`config.mk`:
```
export PLATFORM = sky130hd
export DESIGN_NAME = adder_rs
export DESIGN_NICKNAME = d
export VERILOG_FILES = /design/src/rtl/adder_rs.sv
export SDC_FILE = /design/constraint.sdc
export NUM_CORES = 1
export LEC_CHECK = 0
export BUFFER_PORTS_ARGS = -buffer_cell sky130_fd_sc_hd__buf_2
export CORE_ASPECT_RATIO = 1.1
export CORE_UTILIZATION = 50
export CTS_CLUSTER_DIAMETER = 50
export DETAILED_ROUTE_END_ITERATION = 8
export GPL_ROUTABILITY_DRIVEN = 0
export GPL_TIMING_DRIVEN = 0
export PLACE_DENSITY = 0.7
export SLEW_MARGIN = 15
export SYNTH_ARGS = -nofsm -noshare
export SYNTH_HDL_FRONTEND = slang
export SYNTH_SLANG_ARGS = --single-unit
export TNS_END_PERCENT = 5
```
`constraint.sdc`:
```
create_clock -name Clock -period 3.7 [get_ports Clock]
set_input_delay 0.925 -clock Clock [delete_from_list [all_inputs] [get_ports Clock]]
set_output_delay 0.925 -clock Clock [all_outputs]
set_load 0.01 [all_outputs]
```
`src/rtl/adder_rs.sv`:
```
// adder_rs: reservation station in front of a single add/subtract unit.
// Entries wait for operands on the CDB, the lowest-index ready entry is
// dispatched whenever the unit is idle, and an entry is freed when its
// own tag is broadcast on the CDB.
// Optional feature: define ADDER_RS_FLUSH_EN to add a 'flush' input that
// empties the station and idles the unit without touching fu_* data outputs.
module adder_rs #(
   parameter int ENTRIES  = 3,
   parameter int TAG_W    = 3,
   parameter int TAG_BASE = 1
) (
   input  logic             Clock,
   input  logic             Reset,
`ifdef ADDER_RS_FLUSH_EN
   input  logic             flush,
`endif
   input  logic             issue_valid,
   input  logic             issue_op,
   input  logic [15:0]      issue_vj,
   input  logic [15:0]      issue_vk,
   input  logic [TAG_W-1:0] issue_qj,
   input  logic [TAG_W-1:0] issue_qk,
   output logic             issue_ready,
   output logic [TAG_W-1:0] alloc_tag,
   input  logic             cdb_valid,
   input  logic [TAG_W-1:0] cdb_tag,
   input  logic [15:0]      cdb_data,
   output logic             fu_start,
   output logic             fu_op,
   output logic [15:0]      fu_reg1,
   output logic [15:0]      fu_reg2,
   output logic [TAG_W-1:0] fu_tag
);

   localparam int IDX_W = (ENTRIES > 1) ? $clog2(ENTRIES) : 1;

   typedef enum logic [1:0] {E_FREE, E_WAIT, E_READY, E_EXEC} ent_t;

   ent_t             st_q [ENTRIES];
   ent_t             st_d [ENTRIES];
   logic             op_q [ENTRIES];
   logic             op_d [ENTRIES];
   logic [15:0]      vj_q [ENTRIES];
   logic [15:0]      vj_d [ENTRIES];
   logic [15:0]      vk_q [ENTRIES];
   logic [15:0]      vk_d [ENTRIES];
   logic [TAG_W-1:0] qj_q [ENTRIES];
   logic [TAG_W-1:0] qj_d [ENTRIES];
   logic [TAG_W-1:0] qk_q [ENTRIES];
   logic [TAG_W-1:0] qk_d [ENTRIES];

   logic             fu_busy_q, fu_busy_d;
   logic             fu_start_d, fu_op_d;
   logic [15:0]      fu_reg1_d, fu_reg2_d;
   logic [TAG_W-1:0] fu_tag_d;

   logic             have_free, have_rdy;
   logic [IDX_W-1:0] alloc_idx, disp_idx;
   logic             cdb_hit;
   logic [15:0]      iss_vj, iss_vk;
   logic [TAG_W-1:0] iss_qj, iss_qk;

   function automatic logic [TAG_W-1:0] tag_of(input int unsigned i);
      return TAG_W'(TAG_BASE + i);
   endfunction

   // Lowest-index FREE entry for allocation, lowest-index READY entry for dispatch.
   always_comb begin
      have_free = 1'b0;
      alloc_idx = '0;
      have_rdy  = 1'b0;
      disp_idx  = '0;
      for (int unsigned i = 0; i < ENTRIES; i++) begin
         if (!have_free && st_q[i] == E_FREE) begin
            have_free = 1'b1;
            alloc_idx = IDX_W'(i);
         end
         if (!have_rdy && st_q[i] == E_READY) begin
            have_rdy = 1'b1;
            disp_idx = IDX_W'(i);
         end
      end
   end

   assign issue_ready = have_free;
   assign alloc_tag   = have_free ? tag_of(32'(alloc_idx)) : TAG_W'(TAG_BASE);
   assign cdb_hit     = cdb_valid && (cdb_tag != '0);

   // Same-cycle CDB forwarding into the operands of an incoming issue.
   always_comb begin
      iss_vj = issue_vj;
      iss_qj = issue_qj;
      iss_vk = issue_vk;
      iss_qk = issue_qk;
      if (cdb_hit && issue_qj == cdb_tag) begin
         iss_vj = cdb_data;
         iss_qj = '0;
      end
      if (cdb_hit && issue_qk == cdb_tag) begin
         iss_vk = cdb_data;
         iss_qk = '0;
      end
   end

   // Next state: CDB wakeup/completion, dispatch, issue, then optional flush override.
   always_comb begin
      for (int unsigned i = 0; i < ENTRIES; i++) begin
         st_d[i] = st_q[i];
         op_d[i] = op_q[i];
         vj_d[i] = vj_q[i];
         vk_d[i] = vk_q[i];
         qj_d[i] = qj_q[i];
         qk_d[i] = qk_q[i];
      end
      fu_busy_d  = fu_busy_q;
      fu_start_d = 1'b0;
      fu_op_d    = fu_op;
      fu_reg1_d  = fu_reg1;
      fu_reg2_d  = fu_reg2;
      fu_tag_d   = fu_tag;

      if (cdb_hit) begin
         for (int unsigned i = 0; i < ENTRIES; i++) begin
            if (st_q[i] == E_WAIT) begin
               if (qj_q[i] == cdb_tag) begin
                  vj_d[i] = cdb_data;
                  qj_d[i] = '0;
               end
               if (qk_q[i] == cdb_tag) begin
                  vk_d[i] = cdb_data;
                  qk_d[i] = '0;
               end
               if (qj_d[i] == '0 && qk_d[i] == '0)
                  st_d[i] = E_READY;
            end else if (st_q[i] == E_EXEC && cdb_tag == tag_of(i)) begin
               st_d[i]   = E_FREE;
               fu_busy_d = 1'b0;
            end
         end
      end

      // Busy is taken from the register, so a completion only enables the next edge.
      if (!fu_busy_q && have_rdy) begin
         st_d[disp_idx] = E_EXEC;
         fu_busy_d      = 1'b1;
         fu_start_d     = 1'b1;
         fu_op_d        = op_q[disp_idx];
         fu_reg1_d      = vj_q[disp_idx];
         fu_reg2_d      = vk_q[disp_idx];
         fu_tag_d       = tag_of(32'(disp_idx));
      end

      if (issue_valid && have_free) begin
         op_d[alloc_idx] = issue_op;
         vj_d[alloc_idx] = iss_vj;
         vk_d[alloc_idx] = iss_vk;
         qj_d[alloc_idx] = iss_qj;
         qk_d[alloc_idx] = iss_qk;
         st_d[alloc_idx] = (iss_qj == '0 && iss_qk == '0) ? E_READY : E_WAIT;
      end

`ifdef ADDER_RS_FLUSH_EN
      if (flush) begin
         for (int unsigned i = 0; i < ENTRIES; i++)
            st_d[i] = E_FREE;
         fu_busy_d  = 1'b0;
         fu_start_d = 1'b0;
         fu_op_d    = fu_op;
         fu_reg1_d  = fu_reg1;
         fu_reg2_d  = fu_reg2;
         fu_tag_d   = fu_tag;
      end
`endif
   end

   // State register with synchronous reset taking priority over everything.
   always_ff @(posedge Clock) begin
      if (Reset) begin
         for (int unsigned i = 0; i < ENTRIES; i++) begin
            st_q[i] <= E_FREE;
            op_q[i] <= 1'b0;
            vj_q[i] <= '0;
            vk_q[i] <= '0;
            qj_q[i] <= '0;
            qk_q[i] <= '0;
         end
         fu_busy_q <= 1'b0;
         fu_start  <= 1'b0;
         fu_op     <= 1'b0;
         fu_reg1   <= '0;
         fu_reg2   <= '0;
         fu_tag    <= '0;
      end else begin
         for (int unsigned i = 0; i < ENTRIES; i++) begin
            st_q[i] <= st_d[i];
            op_q[i] <= op_d[i];
            vj_q[i] <= vj_d[i];
            vk_q[i] <= vk_d[i];
            qj_q[i] <= qj_d[i];
            qk_q[i] <= qk_d[i];
         end
         fu_busy_q <= fu_busy_d;
         fu_start  <= fu_start_d;
         fu_op     <= fu_op_d;
         fu_reg1   <= fu_reg1_d;
         fu_reg2   <= fu_reg2_d;
         fu_tag    <= fu_tag_d;
      end
   end

endmodule
```
==> out/metrics.yaml <==
status: "finished, final reports clean"
cts_max_level: 4
synthMuxAreaShare: 0.154
maxSlewHeadroom: 0.384
routed_wl_mm: 29.9
maxSlewViolCount: 0
num_vias: 8600
hold_buffers: 0
ys.flop_type: "dfxtp_1"
grt_overflow_total: 0
final_nets: 1202
cts_root_buf: "clkbuf_16"
cts_tree: "yes"
synthAdderAreaFrac: 0
synth_xor_area_frac: 0.0229
p_total_w: 0.00658
synthSimpleGateAreaFrac: 0.190
path_buf_inv: 3
synth.area.top_cells: "dfxtp_1 (35%), mux2i_1 (11%), a211oi_2 (9.0%)"
portBuffers: 98
fmax_ghz: 0.379
synth_nets: 1085
antenna_cells: 0
path_delay_family: "simple AND/OR/NAND/NOR gates"
clock_latency_ns: 0.44
floorplan.initialDensity: 0.514
drc_errors: 0
synthArstFlopShare: 0
syn_inst: 1023
dieArea_mm2: 0.0189
path_clk_slew_ns: 0.06
hpwl_mm: 20.9
ant_nets: 0
grt_max_degree: 17
synth_top_family_by_area: "compound AO/OA/AOI/OAI gates"
routedWlPerCell_um: 21.5
ir_worst_vdd_uv: 476
finalSetupTns_ns: 0
syn2layout_area_growth_pct: 15.1
core_mm2: 0.0179
yosysSeqAreaShare: 0.351
synth_edf_count: 0
yosys.area.top_type: "dfxtp_1"
synth-compound-area-share: 0.221
fp-row-count: 51
critPathKind: "in2reg"
power.leakage_nw: 4.46
cts.sinks: 161
holdPathStages: 2
firstDrtPassIters: 5
grt_pass1_vias: 8281
post_route_cells_drive_above_1_share: 0.232
cp.depth: 8
worstMarginPinSlew_ns: 0.918
clock_path_buffers: 2
io_pins: 103
period_needed_ns: 2.64
setup_violations: 0
syn_area_mm2: 0.00919
powerDensity_mw_per_mm2: 623
grt_first_pass_wirelength_mm: 46.4
period_share: 0.713
maxCapViolCount: 0
rsz0062_at_grt: "no"
die_h_um: 144
viasPerCell: 6.19
synth_top_area_frac: 0.351
cpMaxStageDelayCell: "nor4_4"
cp_max_fo: 10
required_ns: 3.98
die_x_um: 131
cts_resized: 0
synth_seq_cells: 161
start_kind: "primary input"
grt_use_total: 0.321
yosysWarnings: 0
antenna_found_initial: 0
hold_viol: 0
syn_area_per_cell_um2: 8.98
cp.arrival_ns: 2.92
postCtsSetupBuffers: 0
rr_worst_depth: 6
synthDistinctLibCells: 52
cts_made_buffers: 17
worstSetupEndpointType: "flip-flop"
crit_chain: "buf_2, buf_6, xor2_1, nor4_4, buf_4, mux2_4, nor2_1, a211oi_2"
holdCritPathClass: "reg2reg"
finClkSkew_ns: 0.00938
max_stage_delay_ns: 0.70
drt_iter0_drc: 678
## sequential cells by signal, indices dropped and copies added (netlist names)
signal     cells
fu_op          1
vk_q          48
fu_reg2       16
vj_q          48
qj_q           9
qk_q           9
fu_start       1
st_q           6
fu_busy_q      1
fu_reg1       16
fu_tag         3
op_q           3
## final cells by class
cell class / instances / area, um^2
buffer: 105 / 539
clock buffer: 22 / 464
clock inverter: 9 / 131
fill: 1664 / 7300
inverter: 5 / 18.8
multi-input combinational: 752 / 5410
sequential: 161 / 3220
tap: 238 / 298
timing repair buffer: 98 / 490
## layout by cell type, fill, tap and decap left out, types with 3 or more instances in the layout
cell / instances
nor2_1: 172
dfxtp_1: 161
buf_2: 114
mux2i_1: 97
nand2_1: 81
a211oi_2: 66
clkbuf_1: 64
a21oi_1: 38
a311o_1: 38
nand3_1: 36
a211oi_1: 34
a31oi_1: 28
mux2_4: 22
nor3b_1: 21
xnor2_1: 18
clkbuf_16: 17
nand4_1: 13
buf_6: 12
nor3_1: 10
mux2_2: 10
or3b_1: 9
buf_1: 8
buf_4: 6
xor2_1: 6
o21ai_0: 6
inv_1: 5
nor4bb_1: 5
o211ai_1: 4
a32oi_1: 4
nand3b_1: 4
nand2b_1: 4
nor2b_1: 3
nor4_1: 3
bufinv_16: 3
clkinv_2: 3
## final timing paths
check	start	endpoint	slack, ns
min	fu_reg1[6]	fu_reg1[6]	0.45
min reg2reg	fu_reg1[6]	fu_reg1[6]	0.45
max reg2reg	st_q[0][0]	vj_q[0][15]	1.18
max	cdb_tag[2]	vj_q[2][14]	1.06
## logic make-up after synthesis
| logic type | Yosys count |
|---|---|
| simple gates | 370 |
| compound gates | 228 |
| flops | 161 |
| mux | 129 |
| buf+inv | 110 |
| xor+xnor | 24 |
| other cells | 1 |
## power breakdown
part           internal (W)  switching, W  total [W]
Combinational      0.000850       0.00155    0.00240
Sequential          0.00212      0.000246    0.00237
Clock               0.00109      0.000727    0.00182
Total               0.00406       0.00252    0.00658
## cells in the mapped netlist (4+ instances only)
cell / count
nand2b_1: 4
a31oi_1: 28
xor2_1: 6
a311o_1: 38
o21ai_0: 6
inv_1: 5
nor4bb_1: 5
mux2_4: 22
or3b_1: 9
nor2_1: 172
nor3_1: 10
nor3b_1: 21
dfxtp_1: 161
xnor2_1: 18
mux2_2: 10
a211oi_2: 66
buf_1: 8
mux2i_1: 97
nand4_1: 13
nand2_1: 81
a211oi_1: 34
buf_4: 6
buf_6: 12
clkbuf_1: 61
o211ai_1: 4
nand3b_1: 4
nand3_1: 36
a32oi_1: 4
buf_2: 16
a21oi_1: 38
## layer usage
metal,global-route usage,up-vias,part of all wire
met5,0,-,0
met4,0.150,0,0.031
met3,0.0571,65,0.076
met2,0.534,414,0.47
met1,0.405,4157,0.43
li1,-,3964,-
## per-stage QoR
step	utilization	instances	setup WS, ns	hold WS [ns]	cell area [um^2]
global route	0.592	1390	1.05	0.471	10600
global placement	0.558	1359	0.621	0.441	9980
floorplan	-	1023	1.14	0.437	9190
CTS	0.592	1390	1.13	0.455	10600
finish	0.592	1390	1.06	0.450	10600
detailed placement	0.558	1359	0.683	0.446	9980
## tightest hold or removal path: stages, from the launching register on
cell     delay [ns]
dfxtp_1        0.30
nand2_1        0.05
a21oi_1        0.05
Power figures use the tool's default switching activity.
